`src/rtl/sensor_evt_pkg.sv`:
```
// Shared zone codes and types for the sensor event front end.
package sensor_evt_pkg;

    localparam logic [2:0] ZONE_IDLE = 3'b000;
    localparam logic [2:0] ZONE_GOAL = 3'b111;

    typedef logic [2:0] zone_t;

    // Output holding register occupancy.
    typedef enum logic {
        EMPTY = 1'b0,
        FULL  = 1'b1
    } hold_state_t;

endpackage

```
`src/rtl/sensor_debounce.sv`:
```
// Per-bot sensor conditioning: 2-flop synchroniser, debounce counter and a
// one-cycle accept strobe each time a new stable zone code is taken.
// Optional build macro SENSOR_GLITCH_CNT_EN adds a saturating count of
// candidate changes that were abandoned before being accepted.
module sensor_debounce
    import sensor_evt_pkg::*;
#(
    parameter int DEBOUNCE_CYCLES = 10,
    parameter int CNT_W           = 4
) (
    input  logic       clk,
    input  logic       rst,
    input  logic [2:0] raw,
    output logic [2:0] stable,
    output logic       accept
`ifdef SENSOR_GLITCH_CNT_EN
    ,
    output logic [7:0] glitch_cnt
`endif
);

    localparam logic [CNT_W-1:0] CNT_MAX  = CNT_W'(DEBOUNCE_CYCLES);
    // The accept fires on the cycle the counter moves onto DEBOUNCE_CYCLES-1.
    localparam logic [CNT_W-1:0] CNT_LAST = CNT_W'(DEBOUNCE_CYCLES - 2);

    zone_t            sync1;
    zone_t            sync2;
    zone_t            cand;
    zone_t            stable_q;
    logic [CNT_W-1:0] cnt;
    logic             accept_q;
    logic             changed;
    logic             hit;

    assign changed = (sync2 != cand);
    assign hit     = !changed && (cnt == CNT_LAST) && (cand != stable_q);

    // Two-stage synchroniser for the asynchronous raw sensor bits.
    always_ff @(posedge clk or negedge rst) begin
        if (!rst) begin
            sync1 <= ZONE_IDLE;
            sync2 <= ZONE_IDLE;
        end else begin
            sync1 <= raw;
            sync2 <= sync1;
        end
    end

    // Track the candidate code and how long it has held, saturating.
    always_ff @(posedge clk or negedge rst) begin
        if (!rst) begin
            cand <= ZONE_IDLE;
            cnt  <= '0;
        end else if (changed) begin
            cand <= sync2;
            cnt  <= '0;
        end else if (cnt != CNT_MAX) begin
            cnt <= cnt + 1'b1;
        end
    end

    // Promote the candidate to stable once and strobe the holding register.
    always_ff @(posedge clk or negedge rst) begin
        if (!rst) begin
            stable_q <= ZONE_IDLE;
            accept_q <= 1'b0;
        end else begin
            accept_q <= hit;
            if (hit) begin
                stable_q <= cand;
            end
        end
    end

`ifdef SENSOR_GLITCH_CNT_EN
    // Count candidates dropped before acceptance while a change was pending.
    always_ff @(posedge clk or negedge rst) begin
        if (!rst) begin
            glitch_cnt <= 8'd0;
        end else if (changed && (cand != stable_q) && (cnt < CNT_MAX)
                     && (glitch_cnt != 8'hFF)) begin
            glitch_cnt <= glitch_cnt + 8'd1;
        end
    end
`endif

    assign stable = stable_q;
    assign accept = accept_q;

endmodule

```
`src/rtl/sensor_event_tx.sv`:
```
// Two-bot sensor event transmitter: debounced zone codes are offered on a
// valid/ready channel per bot through a one-deep overwrite-on-full holding
// register, with sticky overflow flags and a map_req pulse when both bots
// settle on the goal zone.
// Optional build macro SENSOR_GLITCH_CNT_EN exposes glitch1_cnt/glitch2_cnt.
//
// Holding register states:
//   state | meaning
//   EMPTY | no event pending, valid low
//   FULL  | event pending, valid high until ready
module sensor_event_tx
    import sensor_evt_pkg::*;
#(
    parameter int DEBOUNCE_CYCLES = 10,
    parameter int CNT_W           = 4
) (
    input  logic       clk,
    input  logic       rst,
    input  logic [2:0] sens1_raw,
    input  logic [2:0] sens2_raw,
    output logic [2:0] sens1_code,
    output logic       sens1_valid,
    input  logic       sens1_ready,
    output logic [2:0] sens2_code,
    output logic       sens2_valid,
    input  logic       sens2_ready,
    output logic       map_req,
    output logic [1:0] ovf
`ifdef SENSOR_GLITCH_CNT_EN
    ,
    output logic [7:0] glitch1_cnt,
    output logic [7:0] glitch2_cnt
`endif
);

    zone_t      raw_v    [2];
    zone_t      stable_v [2];
    zone_t      code_v   [2];
    logic [1:0] ready_v;
    logic [1:0] valid_v;
    logic       both_goal;
    logic       goal_q;
    logic       map_q;
`ifdef SENSOR_GLITCH_CNT_EN
    logic [7:0] glitch_v [2];
`endif

    assign raw_v[0] = sens1_raw;
    assign raw_v[1] = sens2_raw;
    assign ready_v  = {sens2_ready, sens1_ready};

    for (genvar b = 0; b < 2; b++) begin : g_bot
        zone_t       stable_b;
        logic        accept_b;
        hold_state_t state_q;
        hold_state_t state_nxt;
        logic        load;
        logic        set_ovf;
        zone_t       code_q;
        logic        ovf_q;

        sensor_debounce #(
            .DEBOUNCE_CYCLES(DEBOUNCE_CYCLES),
            .CNT_W          (CNT_W)
        ) u_debounce (
            .clk       (clk),
            .rst       (rst),
            .raw       (raw_v[b]),
            .stable    (stable_b),
            .accept    (accept_b)
`ifdef SENSOR_GLITCH_CNT_EN
            ,
            .glitch_cnt(glitch_v[b])
`endif
        );

        // Holding register state.
        always_ff @(posedge clk or negedge rst) begin
            if (!rst) begin
                state_q <= EMPTY;
            end else begin
                state_q <= state_nxt;
            end
        end

        // Next state, load and overflow decisions; a strobe always wins so
        // a simultaneous ready+strobe hands over without a bubble.
        always_comb begin
            state_nxt = state_q;
            load      = 1'b0;
            set_ovf   = 1'b0;
            case (state_q)
                EMPTY: begin
                    if (accept_b) begin
                        state_nxt = FULL;
                        load      = 1'b1;
                    end
                end
                FULL: begin
                    if (accept_b) begin
                        load    = 1'b1;
                        set_ovf = !ready_v[b];
                    end else if (ready_v[b]) begin
                        state_nxt = EMPTY;
                    end
                end
                default: state_nxt = EMPTY;
            endcase
        end

        // Code register and sticky overflow flag.
        always_ff @(posedge clk or negedge rst) begin
            if (!rst) begin
                code_q <= ZONE_IDLE;
                ovf_q  <= 1'b0;
            end else begin
                if (load) begin
                    code_q <= stable_b;
                end
                if (set_ovf) begin
                    ovf_q <= 1'b1;
                end
            end
        end

        assign stable_v[b] = stable_b;
        assign code_v[b]   = code_q;
        assign valid_v[b]  = (state_q == FULL);
        assign ovf[b]      = ovf_q;
    end

    assign both_goal = (stable_v[0] == ZONE_GOAL) && (stable_v[1] == ZONE_GOAL);

    // Rising-edge detect on "both at goal"; re-arms once either leaves.
    always_ff @(posedge clk or negedge rst) begin
        if (!rst) begin
            goal_q <= 1'b0;
            map_q  <= 1'b0;
        end else begin
            goal_q <= both_goal;
            map_q  <= both_goal && !goal_q;
        end
    end

    assign sens1_code  = code_v[0];
    assign sens1_valid = valid_v[0];
    assign sens2_code  = code_v[1];
    assign sens2_valid = valid_v[1];
    assign map_req     = map_q;

`ifdef SENSOR_GLITCH_CNT_EN
    assign glitch1_cnt = glitch_v[0];
    assign glitch2_cnt = glitch_v[1];
`endif

endmodule

```
`config.mk`:
```
export PLATFORM = sky130hd
export DESIGN_NAME = sensor_event_tx
export DESIGN_NICKNAME = d
export VERILOG_FILES = /design/src/rtl/sensor_evt_pkg.sv /design/src/rtl/sensor_debounce.sv /design/src/rtl/sensor_event_tx.sv
export SDC_FILE = /design/constraint.sdc
export NUM_CORES = 1
export LEC_CHECK = 0
export BUFFER_PORTS_ARGS = -buffer_cell sky130_fd_sc_hd__buf_2
export CAP_MARGIN = 15
export CORE_MARGIN = 1.5
export CORE_UTILIZATION = 49
export CTS_CLUSTER_DIAMETER = 30
export DETAILED_ROUTE_END_ITERATION = 8
export PLACE_DENSITY = 0.69
export RECOVER_POWER = 100
export SYNTH_ARGS = -nofsm -noshare
export SYNTH_HDL_FRONTEND = slang
export SYNTH_SLANG_ARGS = --single-unit
```
`constraint.sdc`:
```
create_clock -name clk -period 1.8 [get_ports clk]
set_input_delay 0.54 -clock clk [delete_from_list [all_inputs] [get_ports clk]]
set_output_delay 0.54 -clock clk [all_outputs]
set_load 0.01 [all_outputs]
```
After elaboration in Yosys (flattened, before gate mapping) --
Index checks and enable logic that the tools add are counted.
Operators by class: add/sub/neg operators 2, equality and inequality tests 10, mux-type cells 16, bitwise logic cells 2, reductions and logical operators 13
Operators by type and width (count):
- 4-bit two-way mux | 4
- 3-bit != test | 4
- 1-bit two-way mux | 10
- 4-bit by 1-bit adder with 4-bit output, second input constant | 2
- 4-bit equality test, second input constant | 2
- 4-bit != test, second input constant | 2
- 3-bit equality test, second input constant | 2
- 1-bit logical AND | 6
- 1-bit logical NOT | 5
- 1-bit case mux with 2 select lines | 2
- 2-bit nonzero test | 2
- 1-bit inverter | 2
Word-level totals: register bits after elaboration 46, input port bits 10, output and inout bits 11, word-level logic and storage cells 63

Longest topological paths before layout --
word-level depth 4, mapped depth 5, mapped depth without buffers 5

Cells and area by module --
A second synthesis with hierarchy kept.
Second synthesis, totals: cell total of the unflattened synthesis 128, area, all modules 1813.0 sq um
Modules (own cells, without submodules):
- sensor_debounce | instances 2, cells an instance 49, area an instance 684.4 sq um, seq. area each 425.4 sq um
- sensor_event_tx | instances 1, cells an instance 30, area an instance 444.2 sq um, seq. area each 300.3 sq um

Worst setup path before layout --
Ideal clock, no wire load.
kind flip-flop to flip-flop, start point reg g_bot[0].u_debounce.cnt[0], end point reg g_bot[0].u_debounce.stable_q[0], library setup time 125 ps, arrival time 1271 ps, data required time 1675 ps, slack 404 ps, stages on the path, launching flop included 6, buffers on the path 0, clock period less this slack 1396 ps, path through dfrtp_1 -> inv_1 -> ha_1 -> and3b_1 -> and4_4 -> mux2_4
Between the ends: longest elaborated chain between the ends 3
Ends and longest elaborated chain:
- from (decl) | RTL line sensor_debounce.sv:30 | logic [CNT_W-1:0] cnt;
- from (signal assigned) | RTL line sensor_debounce.sv:58 | cnt <= cnt + 1'b1;
- 4-bit equality test | RTL line sensor_debounce.sv:36 | assign hit = !changed && (cnt == CNT_LAST) && (cand != stable_q);
- 1-bit logical AND (2 in a row) | RTL line sensor_debounce.sv:36
- to (signal assigned) | RTL line sensor_debounce.sv:70 | stable_q <= cand;
- to (decl) | RTL line sensor_debounce.sv:29 | zone_t stable_q;
No other way between the ends. A chain may end at the register's enable or synchronous reset.

Worst setup path after layout --
Ends and elaborated chain as after synthesis.

==> impl_metrics.toml <==
[power]
clockPowerShare_pct = 37.4
cellPowerDensity_nw_per_um2 = 906
swShare_pct = 19.7
seqPwrFrac_pct = 58.6
p_switching_uw = 362
ir_drop_mv = 0.630
combPwrFrac_pct = 4.0
p_leak_uw = 0.000994
p_int_uw = 1480

[sta]
slew_headroom_pct = 26.2
clock_skew_ns = 0.00241
final.setup.tns_ns = 0
hold_viol = 0
fmax_mhz = 655
period_needed_ns = 1.53
slew_viol_final = 0
tightest_slew_ns = 1.11
setup_violations = 0
period_share_pct = 84.8
rsz0062_at_grt = "false"

[clocking]
cts_made_buffers = 5
cts_hold_buffers = 0
post_cts_buffers = 0
max-clock-path-buffers = 2
clock_sinks = 46
cts_root_buffer = "clkbuf_8"
insertion_delay_ns = 0.28
clk_pin_slew_ns = 0.08
htreeDepth = 2
cts_tree = "built"
cts-resized-gates = 0

[die]
die_h_um = 64.0
rows = 21
die-area_sq_um = 4090
core_area_sq_um = 3440
initial_core_util_pct = 52.9
num_io_pins = 21
die_w_um = 64.0

[yosys]
avgSynthCellArea_sq_um = 13.9
yosysMostFrequentCell = "dfrtp_1"
yosys_warnings = 0
syn_inst = 131
synth_commonest_cells = "dfrtp_1 (46), xnor2_1 (8), xor2_1 (8)"
post_synth_main_area_contributors = "dfrtp_1 (63%), mux2_4 (4.9%), ha_1 (4.1%)"
ys_ff_latch = 46
synth_cell_types = 23
syn_nets = 147
synth-main-ff-cell = "dfrtp_1"
syn-cell-area_sq_um = 1820
synth_edf_count = 0
seq_area_frac_synth_pct = 63.2
async_reset_ff_share_pct = 100
yosys.area.top_type_share_pct = 63.2
synth_area_leader_cell = "dfrtp_1"

[cells_and_area]
diodes = 0
fin_util_pct = 59.0
nets = 167
drive_gt1_share_pct = 17.8
areaGrowthSynthToFinish_pct = 11.4

[critical_path]
arrival_ns = 1.70
reg2reg_to = "g_bot[0].u_debounce.stable[0]"
rrSetupSlack_ns = 0.27
critPathKind = "reg -> reg"
crit_path_start_kind = "flop"
cp_max_fo = 4
startpoint = "g_bot[0].u_debounce.cnt[0]"
cp-end-kind = "flop"
cp.required_ns = 1.97
r2r-start = "g_bot[0].u_debounce.cnt[0]"
reg2reg_depth = 5
cp-endpoint = "g_bot[0].u_debounce.stable[0]"

[global_routing]
grt_max_degree = 28
grtUsageMet3_pct = 5.81
grt_pass1_vias = 988
use_met1_pct = 16.3
grt_use_total_pct = 14.1
busiest_layer = "met2"
antenna_found_initial = 0
grtUsageMet2_pct = 22.7
grt_pass1_wl_um = 4290
grt.overflow.total = 0

[routing]
wl_um = 2340
vias = 982
final_antenna_net_count = 0
drt_iter0_drc = 29
drc = 0
dr.pass1.iters = 2
wl_per_cell_um = 11.8
via_per_inst = 4.96

[placement]
gp_congestion = 0.664
port_buffers = 20
hpwl_um = 1750

[outcome]
status = "complete, no violations"

[hold_path]
min_path_type = "reg -> reg"

[flow_run]
drv_cap = 0
-- cell type report --
type | instances | area, sq um
fill | 281 | 1410
sequential | 46 | 1150
multi-input combinational | 71 | 583
clock buffer | 8 | 110
timing repair buffer | 21 | 105
tap | 46 | 57.6
inverter | 6 | 22.5
-- cell families (layout without fill, tap and decap cells) --
kind of cell,Yosys count,in the layout,share of synthesized area [%]
compound gates,8,8,3.43
xor+xnor,16,16,7.69
fa+ha+maj,6,6,4.12
buf+inv,14,35,3.30
flops,46,46,63.2
mux,14,14,9.75
simple gates,27,27,8.52
-- per-layer routing --
metal / wire length, um / up-vias
li1: - / 473
met1: 1060 / 481
met2: 1110 / 23
met3: 130 / 5
met4: 44 / 0
met5: 0 / -
-- placed cells by master (no fill, tap or decap) --
cell type  count
a21oi_1        2
nand3b_1       4
clkbuf_8       8
nand3_1        4
mux2_2         6
nor4_1         1
nor2_1         6
mux2i_1        2
and4_1         2
nand2b_1       2
nor3_1         1
clkbuf_1      12
mux2_1         6
inv_1          6
ha_1           6
dfrtp_1       46
buf_2          8
a21o_1         2
xnor2_1        8
o31a_2         2
and3b_1        2
nand2_1        5
a31o_2         2
buf_12         1
xor2_1         8
-- metrics by stage --
| stage | area [sq um] | instances | power (uW) | worst slack [ns] | hold slack (ns) |
|---|---|---|---|---|---|
| floorplan | 1820 | 131 | 1130 | 0.404 | 0.244 |
| global placement | 1960 | 190 | 1170 | 0.362 | 0.331 |
| detailed placement | 1960 | 190 | 1180 | 0.327 | 0.338 |
| CTS | 2070 | 198 | 1870 | 0.320 | 0.208 |
| global route | 2030 | 198 | 1940 | 0.200 | 0.327 |
| finish | 2030 | 198 | 1840 | 0.274 | 0.353 |
-- critical path: stages (launching register included) --
cell     delay, ns
dfrtp_1       0.42
inv_1         0.10
ha_1          0.14
and3b_1       0.15
and4_1        0.26
mux2_1        0.35
-- worst min path at each step --
stage,cells after the start,endpoint,from,slack (ns)
global placement,0,g_bot[1].u_debounce.sync2[2],g_bot[1].u_debounce.sync1[2],0.33
finish,0,g_bot[0].u_debounce.sync2[1],g_bot[0].u_debounce.sync1[1],0.35
floorplan,0,g_bot[0].ovf_q,rst,0.24
global route,1,g_bot[0].u_debounce.sync1[0],sens1_raw[0],0.33
detailed placement,0,g_bot[0].u_debounce.sync2[1],g_bot[0].u_debounce.sync1[1],0.34
CTS,1,sens1_code[0],rst,0.21
-- flip-flops by register name, summed over array words and instances, names as in the netlist --
| signal | flops |
|---|---|
| g_bot.u_debounce.sync1 | 6 |
| g_bot.ovf_q | 2 |
| goal_q | 1 |
| sens1_code | 3 |
| sens1_valid | 1 |
| sens2_code | 3 |
| g_bot.u_debounce.cand | 6 |
| g_bot.u_debounce.stable | 6 |
| g_bot.u_debounce.cnt | 8 |
| g_bot.u_debounce.accept | 2 |
| sens2_valid | 1 |
| g_bot.u_debounce.sync2 | 6 |
| map_req | 1 |
-- power groups by stage --
stage	Clock (uW)	Sequential [uW]	Combinational, uW
global placement	0	1100	73.6
detailed placement	0	1100	77.9
global route	774	1080	86.1
CTS	711	1080	78.3
finish	687	1080	73.8
floorplan	0	1090	40.8
Note: power is estimated with default switching activity, not from simulation.
